`config.mk`:
```
export PLATFORM = sky130hd
export DESIGN_NAME = rcv_control
export DESIGN_NICKNAME = d
export VERILOG_FILES = /design/src/rtl/rcv_control.sv
export SDC_FILE = /design/constraint.sdc
export NUM_CORES = 1
export LEC_CHECK = 0
export ABC_AREA = 0
export BUFFER_PORTS_ARGS = -buffer_cell sky130_fd_sc_hd__buf_4
export CAP_MARGIN = 20
export CELL_PAD_IN_SITES_DETAIL_PLACEMENT = 0
export CELL_PAD_IN_SITES_GLOBAL_PLACEMENT = 1
export CORE_ASPECT_RATIO = 1.4
export CORE_UTILIZATION = 25
export CTS_BUF_LIST = sky130_fd_sc_hd__clkbuf_16
export CTS_CLUSTER_DIAMETER = 200
export DETAILED_ROUTE_END_ITERATION = 8
export PLACE_DENSITY_LB_ADDON = 0.12
export SYNTH_ARGS = -nofsm -noshare
export SYNTH_HDL_FRONTEND = slang
export SYNTH_SLANG_ARGS = --single-unit
```
`constraint.sdc`:
```
create_clock -name clk -period 1.5 [get_ports clk]
set_input_delay 0.3 -clock clk [delete_from_list [all_inputs] [get_ports clk]]
set_output_delay 0.3 -clock clk [all_outputs]
set_load 0.05 [all_outputs]
```
`src/rtl/rcv_control.sv`:
```
// Receive control for the UART receiver: start detection, timer enable, stop-bit check and output buffer.
// Optional start-bit glitch filter is enabled by defining START_GLITCH_FILTER_EN.
module rcv_control #(
  parameter int DATA_BITS = 8,
  parameter int HALF_BIT  = 5
) (
  input  logic                 clk,
  input  logic                 rst,
  input  logic                 serial_in,
  input  logic                 packet_done,
  input  logic [DATA_BITS-1:0] packet_data,
  input  logic                 stop_bit,
  input  logic                 data_read,
  output logic                 enable_timer,
  output logic [DATA_BITS-1:0] rx_data,
  output logic                 data_ready,
  output logic                 overrun_error,
  output logic                 framing_error
);

`ifdef START_GLITCH_FILTER_EN
  typedef enum logic [2:0] {
    IDLE, FILTER, START, RECEIVE, STOPCHK, LOAD
  } state_t;
  localparam int CNT_W = $clog2(HALF_BIT + 1);
  logic [CNT_W-1:0] filt_cnt_reg;
`else
  typedef enum logic [2:0] {
    IDLE, START, RECEIVE, STOPCHK, LOAD
  } state_t;
`endif

  state_t state_reg, state_next;

  logic                 s1_reg, s2_reg, s3_reg;
  logic                 start_det;
  logic                 enable_timer_reg;
  logic [DATA_BITS-1:0] rx_data_reg;
  logic                 data_ready_reg;
  logic                 overrun_error_reg;
  logic                 framing_error_reg;

  // Two-flop synchroniser plus edge register; falling edge marks a start bit.
  assign start_det = s3_reg & ~s2_reg;

  always_ff @(posedge clk) begin
    if (rst) begin
      s1_reg <= 1'b1;
      s2_reg <= 1'b1;
      s3_reg <= 1'b1;
    end else begin
      s1_reg <= serial_in;
      s2_reg <= s1_reg;
      s3_reg <= s2_reg;
    end
  end

  always_ff @(posedge clk) begin
    if (rst) begin
      state_reg        <= IDLE;
      enable_timer_reg <= 1'b0;
    end else begin
      state_reg        <= state_next;
      enable_timer_reg <= (state_next == RECEIVE);
    end
  end

  always_comb begin
    state_next = state_reg;
    case (state_reg)
      IDLE: begin
        if (start_det) begin
`ifdef START_GLITCH_FILTER_EN
          state_next = FILTER;
`else
          state_next = START;
`endif
        end
      end
`ifdef START_GLITCH_FILTER_EN
      // Line going back high before the half-bit wait is a glitch, not a start bit.
      FILTER: begin
        if (s2_reg)
          state_next = IDLE;
        else if (filt_cnt_reg == CNT_W'(HALF_BIT - 1))
          state_next = START;
      end
`endif
      START:   state_next = RECEIVE;
      RECEIVE: if (packet_done) state_next = STOPCHK;
      STOPCHK: state_next = stop_bit ? LOAD : IDLE;
      LOAD:    state_next = IDLE;
      default: state_next = IDLE;
    endcase
  end

`ifdef START_GLITCH_FILTER_EN
  always_ff @(posedge clk) begin
    if (rst || state_reg != FILTER)
      filt_cnt_reg <= '0;
    else
      filt_cnt_reg <= filt_cnt_reg + 1'b1;
  end
`endif

  // A load in the same clock as data_read overrides the clear of data_ready.
  always_ff @(posedge clk) begin
    if (rst) begin
      rx_data_reg       <= '1;
      data_ready_reg    <= 1'b0;
      overrun_error_reg <= 1'b0;
      framing_error_reg <= 1'b0;
    end else begin
      if (state_reg == START)
        framing_error_reg <= 1'b0;
      if (state_reg == STOPCHK && !stop_bit)
        framing_error_reg <= 1'b1;
      if (data_read) begin
        data_ready_reg    <= 1'b0;
        overrun_error_reg <= 1'b0;
      end
      if (state_reg == LOAD) begin
        rx_data_reg    <= packet_data;
        data_ready_reg <= 1'b1;
        if (data_ready_reg && !data_read)
          overrun_error_reg <= 1'b1;
      end
    end
  end

  assign enable_timer  = enable_timer_reg;
  assign rx_data       = rx_data_reg;
  assign data_ready    = data_ready_reg;
  assign overrun_error = overrun_error_reg;
  assign framing_error = framing_error_reg;

endmodule
```
==> results of run 1 <==
==> per-stage QoR <==
stage	std cells	util (%)
after floorplan	68	-
after global routing	130	37.0
after CTS	130	37.0
final	130	37.0
after global placement	126	34.0
after detailed placement	126	34.0
==> critical path, cell delays in order, from the launching register on <==
cell and delay (ns):
dfxtp_1 0.38, or3b_1 0.63, mux2i_1 0.19
==> per-layer routing <==
layer  wire [um]  vias to the layer above
met5           0                        -
met1         535                      246
li1            -                      280
met3          80                        4
met4          43                        0
met2         650                       17
==> cells by family (layout without fill, tap and decap cells) <==
logic type / after synthesis / after routing / synth area share, %
buffers and inverters: 5 / 31 / 6.09
and+or+nand+nor: 31 / 31 / 22.9
muxes: 8 / 8 / 11.5
AOI/OAI and AO/OA: 5 / 5 / 6.63
xor gates and xnor gates: 1 / 1 / 1.25
DFF: 18 / 18 / 51.6
==> synthesized netlist by cell type <==
master	instances	share of area, %
or3b_1	2	2.5
nor3_1	2	1.4
xnor2_1	1	1.3
a21oi_1	1	0.72
a211oi_1	1	1.1
buf_6	3	4.8
dfxtp_1	18	52
nand2_1	1	0.54
nor2_1	17	9.1
mux2i_1	8	11
buf_2	1	0.72
and4bb_2	1	1.8
inv_1	1	0.54
o21a_1	1	1.1
nor3b_1	1	1.1
o221a_2	1	1.6
or2_2	3	2.7
nand3_1	1	0.72
a2111oi_2	1	2.1
or3b_2	1	1.3
nand2b_1	2	1.8
==> power breakdown <==
part           total (mW)  switching [mW]  internal (mW)
combinational      0.0679          0.0298         0.0381
clock               0.530           0.175          0.354
sequential          0.494         0.00721          0.487
total                1.09           0.213          0.879
==> layout make-up <==
class	instances	share of cell area (%)
clock inverter	1	0.384
timing repair buffer	26	19.9
sequential	18	36.8
clock buffer	3	7.67
inverter	1	0.384
tap	36	4.60
multi-input combinational	45	30.2
==> layout by cell type, fill, tap and decap left out, types with 2 or more instances in the layout <==
cell and count:
or2_2 3, nor3_1 2, clkbuf_16 3, nor2_1 17
mux2i_1 8, nand2b_1 2, buf_4 26, or3b_1 2
dfxtp_1 18
==> worst max-delay path by stage <==
stage | depth (start not counted) | start | endpoint | slack (ns)
2_1_floorplan | 3 | state_reg[2] | rx_data[0] | 0.34
3_3_place_gp | 2 | state_reg[0] | rx_data[7] | 0.18
3_5_place_dp | 2 | state_reg[0] | rx_data[3] | 0.16
4_1_cts | 2 | state_reg[0] | rx_data[3] | 0.14
5_1_grt | 2 | state_reg[0] | rx_data[5] | 0.12
6_report | 2 | state_reg[0] | rx_data[3] | 0.18
==> impl_metrics.yaml, run 1 <==
worst_setup_path:
  cp.arrival_ns: 1.44
  required_ns: 1.62
  path_max_fanout: 9
  crit_type: "reg2reg"
  r2r_start: "state_reg[0]"
  crit_path_start_kind: "flip-flop"
  cp-end-kind: "flip-flop"
  r2r_slack_ns: 0.18
  reg2reg_to: "rx_data[3]"
  worstRegToRegCells: 2
grt:
  gr-usage-met2_pct: 14.9
  grt_pass1_wl_um: 1980
  grt_usage_pct: 9.60
  grt_max_degree: 27
  grt_pass1_vias: 469
  use_met1_pct: 9.95
  busiest_layer: "met2"
  antenna_found_initial: 0
  grt-ovfl-total: 0
  grtUsageMet3_pct: 2.51
routing:
  via_per_inst: 4.21
  ant_nets: 0
  drcViolationCount: 0
  wl_per_cell_um: 10.1
  finalWirelength_um: 1310
  dr.first_iter.drc_count: 17
  first_pass_iters: 3
  num_vias: 547
logic_synthesis:
  syn_inst: 68
  synth_nets: 82
  syn-mean-instance-area_um2: 10.3
  yosys.cell_types.count: 21
  syn-cell-area_um2: 698
  ys_seq_area_share_pct: 51.6
  ys_warn_count: 0
  synth-seq-cells: 18
cells_and_area:
  multiInputGateArea_um2: 295
  layout.nets: 109
  synthToLayoutAreaGrowth_pct: 40.1
  largest_register_ffs: 8
  fillers: 308
  seq_area_um2: 360
  diodes: 0
  drive_gt1_share_pct: 38.3
  stdcell_area_um2: 978
timing:
  grt_setup_unrepaired: "no"
  finalMaxSlewViolations: 0
  worst_slack_ns: 0.175
  hold_viol: 0
  tightest_slew_ns: 0.486
  finClkSkew_ns: 0.00137
  timing.hold.ws_ns: 0.234
  slew_headroom_pct: 67.6
  setup_viol: 0
  tns_ns: 0
  fin_crit_sh_pct: 88.3
  max_freq_mhz: 755
  period_needed_ns: 1.32
min_path:
  min_to: "s1_reg"
  min_path_cells: 2
  min_path_type: "in2reg"
  hold_path.startpoint: "serial_in"
floorplan:
  die_h_um: 64.5
  dieArea_mm2: 0.00301
  row_count: 22
  start_util_pct: 26.4
  core_area_mm2: 0.00264
  chipWidth_um: 46.7
  io_pins: 26
placement:
  placed_cell_area_um2: 900
  dpl.hpwl_um: 861
  pre_cts_ws_ns: 0.161
  io_buffers: 25
  gp_congestion: 0.636
clock_tree:
  clk_path_buf_depth: 2
  cts_setup_buffers: 0
  path_clk_slew_ns: 0.05
  postCtsHoldBufs: 0
  cts_tree: "done"
  htree_levels: 1
  clk-insertion-delay-late_ns: 0.25
  ctsResizeCount: 0
  root_buffer: "clkbuf_16"
  numClockSinks: 18
  numCtsBuffers: 3
power_and_ir_drop:
  total_power_mw: 1.09
  vdd_drop_max_uv: 553
  p_leak_nw: 0.452
  power.density_mw_per_mm2: 1120
flow_run:
  cap_violations: 0
run_status:
  status: "finished clean"
Note: power is estimated with default switching activity, not from simulation.
==> inputs of run 2 (changes only) <==
--- a/config.mk
+++ b/config.mk
@@ -5,7 +5,6 @@
 export SDC_FILE = /design/constraint.sdc
 export NUM_CORES = 1
 export LEC_CHECK = 0
-export ABC_AREA = 0
 export BUFFER_PORTS_ARGS = -buffer_cell sky130_fd_sc_hd__buf_4
 export CAP_MARGIN = 20
 export CELL_PAD_IN_SITES_DETAIL_PLACEMENT = 0
@@ -15,7 +14,9 @@
 export CTS_BUF_LIST = sky130_fd_sc_hd__clkbuf_16
 export CTS_CLUSTER_DIAMETER = 200
 export DETAILED_ROUTE_END_ITERATION = 8
+export GPL_TIMING_DRIVEN = 0
 export PLACE_DENSITY_LB_ADDON = 0.12
 export SYNTH_ARGS = -nofsm -noshare
 export SYNTH_HDL_FRONTEND = slang
 export SYNTH_SLANG_ARGS = --single-unit
+export TNS_END_PERCENT = 1
==> impl_metrics.yaml, run 2 (synthesis results as in run 1) <==
power_and_ir_drop:
  power.density_mw_per_mm2: 1090
  vdd_drop_max_uv: 557
  p_leak_nw: 0.462
clock_tree:
  clk_path_buf_depth: 2
  cts_setup_buffers: 0
  numClockSinks: 18
  root_buffer: "clkbuf_16"
  cts_tree: "done"
  ctsResizeCount: 0
  postCtsHoldBufs: 0
  numCtsBuffers: 3
  clk-insertion-delay-late_ns: 0.24
  htree_levels: 1
  path_clk_slew_ns: 0.05
placement:
  placed_cell_area_um2: 923
  gp_congestion: 0.609
  io_buffers: 24
  dpl.hpwl_um: 977
timing:
  slew_headroom_pct: 80.8
  tns_ns: 0
  finClkSkew_ns: 0.00204
  max_freq_mhz: 791
  finalMaxSlewViolations: 0
  hold_viol: 0
  fin_crit_sh_pct: 84.3
  tightest_slew_ns: 0.288
  period_needed_ns: 1.26
  grt_setup_unrepaired: "no"
  setup_viol: 0
flow_run:
  cap_violations: 0
grt:
  antenna_found_initial: 0
  busiest_layer: "met2"
  grtUsageMet3_pct: 2.51
  gr-usage-met2_pct: 16.1
  grt_pass1_vias: 554
  grt_max_degree: 11
  grt-ovfl-total: 0
  grt_pass1_wl_um: 2250
  use_met1_pct: 12.1
  grt_usage_pct: 10.2
worst_setup_path:
  cp-startpoint: "state_reg[2]"
  cp.arrival_ns: 1.40
  worstRegToRegCells: 3
  cp-endpoint: "rx_data[1]"
  r2r_start: "state_reg[2]"
  reg2reg_to: "rx_data[1]"
  crit_type: "reg2reg"
  cp-end-kind: "flip-flop"
  required_ns: 1.63
  path_max_fanout: 9
  r2r_slack_ns: 0.24
  crit_path_start_kind: "flip-flop"
routing:
  ant_nets: 0
  drcViolationCount: 0
  dr.first_iter.drc_count: 15
  via_per_inst: 4.18
  num_vias: 548
  finalWirelength_um: 1360
  wl_per_cell_um: 10.4
  first_pass_iters: 2
cells_and_area:
  diodes: 0
  stdcell_area_um2: 998
  fillers: 282
  seq_area_um2: 360
  synthToLayoutAreaGrowth_pct: 43.0
  final_common_cell: "buf_4"
  drive_gt1_share_pct: 40.0
  layout.nets: 111
  most-common-layout-cells: "24 x buf_4, 18 x dfxtp_1, 17 x nor2_1"
  largest_register_ffs: 8
  multiInputGateArea_um2: 295
floorplan:
  start_util_pct: 26.4
  io_pins: 26
  row_count: 22
  dieArea_mm2: 0.00301
  chipWidth_um: 46.7
  die_h_um: 64.5
  core_area_mm2: 0.00264
run_status:
  status: "finished clean"
min_path:
  min_path_type: "in2reg"
[run 2: cell count changes in the layout (fill, tap and decap cells not counted)]
cell	before	now
buf_2	0	1
buf_4	26	24
buf_6	0	3
clkinv_1	1	0
[run 2: power breakdown]
group	total [mW]	internal (mW)	switching, mW
registers	0.494	0.487	0.00730
logic	0.0747	0.0426	0.0321
clock network	0.520	0.350	0.170
[run 2: layout make-up]
class / count / area share, %
inverters: 1 / 0.376
well taps: 36 / 4.51
plain buffers: 4 / 3.88
flip-flops and latches: 18 / 36.1
multi-input cells: 45 / 29.6
repair buffers: 24 / 18.0
clock buffers: 3 / 7.52
[run 2: stage by stage]
step	hold slack [ns]	util (%)	cells	total power, mW	setup WS, ns
after floorplan	0.389	-	68	0.543	0.340
after CTS	0.235	37.8	131	1.11	0.240
after detailed placement	0.400	34.9	128	0.580	0.247
after global routing	0.233	37.8	131	1.13	0.195
final	0.240	37.8	131	1.09	0.236
after global placement	0.397	34.9	128	0.579	0.246
[run 2: worst min-delay path by stage]
stage / from / to / slack (ns) / depth (start not counted)
4_1_cts: serial_in / s1_reg / 0.23 / 2
2_1_floorplan: s1_reg / s2_reg / 0.39 / 1
3_5_place_dp: s1_reg / s2_reg / 0.40 / 1
6_report: serial_in / s1_reg / 0.24 / 2
3_3_place_gp: s1_reg / s2_reg / 0.40 / 1
5_1_grt: serial_in / s1_reg / 0.23 / 2
[run 2: critical path: stages (launching register included)]
cell and delay [ns]:
dfxtp_1 0.48, or3b_1 0.39, buf_6 0.16, mux2i_1 0.12
[run 2: metal layers]
layer / share of wire (%) / up-vias
li1: - / 284
met1: 45 / 248
met2: 48 / 14
met3: 5.1 / 2
met4: 1.0 / 0
met5: 0 / -
==> inputs of run 3 (changes only) <==
==> constraint.sdc (replaced) <==
create_clock -name clk -period 1.2 [get_ports clk]
set_input_delay 0.24 -clock clk [delete_from_list [all_inputs] [get_ports clk]]
set_output_delay 0.24 -clock clk [all_outputs]
set_load 0.05 [all_outputs]
==> impl_metrics.yaml, run 3 (synthesis results as in run 1) <==
run_status:
  status: "finished clean"
placement:
  io_buffers: 24
  placed_cells: 128
  dpl.hpwl_um: 977
  placed_cell_area_um2: 923
  pre_cts_ws_ns: -0.0529
  gp_congestion: 0.609
routing:
  drcViolationCount: 0
  finalWirelength_um: 1360
  dr.first_iter.drc_count: 15
  ant_nets: 0
  first_pass_iters: 2
  wl_per_cell_um: 10.4
  via_per_inst: 4.21
  num_vias: 551
cells_and_area:
  final_cells: 131
  diodes: 0
  largest_register_ffs: 8
  stdcell_area_mm2: 0.00101
  layout.nets: 111
  final_common_cell: "buf_4"
  synthToLayoutAreaGrowth_pct: 44.3
  drive_gt1_share_pct: 43.2
  most-common-layout-cells: "24 x buf_4, 17 x nor2_1, 15 x dfxtp_1"
  fillers: 279
  final_util_pct: 38.1
floorplan:
  core_area_mm2: 0.00264
  io_pins: 26
  start_util_pct: 26.4
  chipWidth_um: 46.7
  row_count: 22
  die_h_um: 64.5
  dieArea_mm2: 0.00301
worst_setup_path:
  cp-end-kind: "flip-flop"
  crit_type: "reg2reg"
  cp-startpoint: "state_reg[1]"
  path_cells: "or3b_1, a2111oi_2"
  slowest_delay_ns: 0.39
  crit_path_start_kind: "flip-flop"
  path_max_fanout: 8
  required_ns: 1.34
  cp.arrival_ns: 1.29
  slowest_stage: "or3b_1"
  r2r_start: "state_reg[1]"
power_and_ir_drop:
  p_leak_nw: 0.464
  total_power_mw: 1.36
  vdd_drop_max_uv: 705
  power.density_mw_per_mm2: 1350
timing:
  worst_slack_ns: 0.0524
  fin_crit_sh_pct: 95.6
  hold_viol: 0
  finalMaxSlewViolations: 0
  tightest_slew_ns: 0.244
  setup_viol: 0
  grt_setup_unrepaired: "yes"
  period_needed_ns: 1.15
  slew_headroom_pct: 83.7
  finClkSkew_ns: 0.00217
  max_freq_mhz: 871
grt:
  grt_pass1_wl_um: 2250
  antenna_found_initial: 0
  grt_max_degree: 11
  grt-ovfl-total: 0
  grt_usage_pct: 10.2
  grt_pass1_vias: 554
clock_tree:
  numClockSinks: 18
  clk_path_buf_depth: 2
  root_buffer: "clkbuf_16"
  numCtsBuffers: 3
  clk-insertion-delay-late_ns: 0.24
  path_clk_slew_ns: 0.05
  htree_levels: 1
  postCtsHoldBufs: 0
  cts_tree: "done"
  cts_setup_buffers: 0
min_path:
  min_path_type: "in2reg"
  hold_path.startpoint: "rst"
flow_run:
  cap_violations: 0
## run 3: final timing paths
path / to / slack, ns / depth (start not counted)
setup / recovery: state_reg[0] / 0.05 / 2
hold / removal: state_reg[0] / 0.18 / 2
setup reg to reg: state_reg[0] / 0.05 / 2
hold reg to reg: s2_reg / 0.41 / 1
## run 3: area by class of cell
class | count | area [um2] | area share, %
timing repair buffer | 24 | 180 | 17.9
multi-input combinational | 45 | 295 | 29.3
tap | 36 | 45.0 | 4.47
sequential | 18 | 369 | 36.6
clock buffer | 3 | 75.1 | 7.45
inverter | 1 | 3.75 | 0.373
buffer | 4 | 38.8 | 3.85
## run 3: what timing repair did
action                                  CTS  global route
pin swaps                                 0             1
resized for setup                         2             3
gates cloned                              0             0
endpoints found under the setup margin   11             8
## run 3: per-layer routing
metal  wire length [um]  part of all wire (%)  vias to the layer above  track usage (%)
met5                  0                     0                        -                0
met4                 14                   1.0                        0             5.36
met3                 70                   5.1                        2             2.51
met2                661                    49                       14             16.1
met1                613                    45                      252             12.1
li1                   -                     -                      283                -
## run 3: worst max-delay path: cells and delay by family, from the launching register on
family / cells / cell delay, ns
simple gates: 1 / 0.39
compound gates: 1 / 0.29
flops: 1 / 0.37
## run 3: through the flow
stage	setup TNS, ns	hold slack [ns]
global route	-0.00433	0.173
CTS	0	0.175
finish	0	0.176
global placement	-0.420	0.397
detailed placement	-0.428	0.400
floorplan	0	0.344
## run 3: power breakdown
group	internal, mW	switching, mW	total (mW)
combinational	0.0533	0.0402	0.0934
sequential	0.606	0.00903	0.615
clock	0.438	0.212	0.650
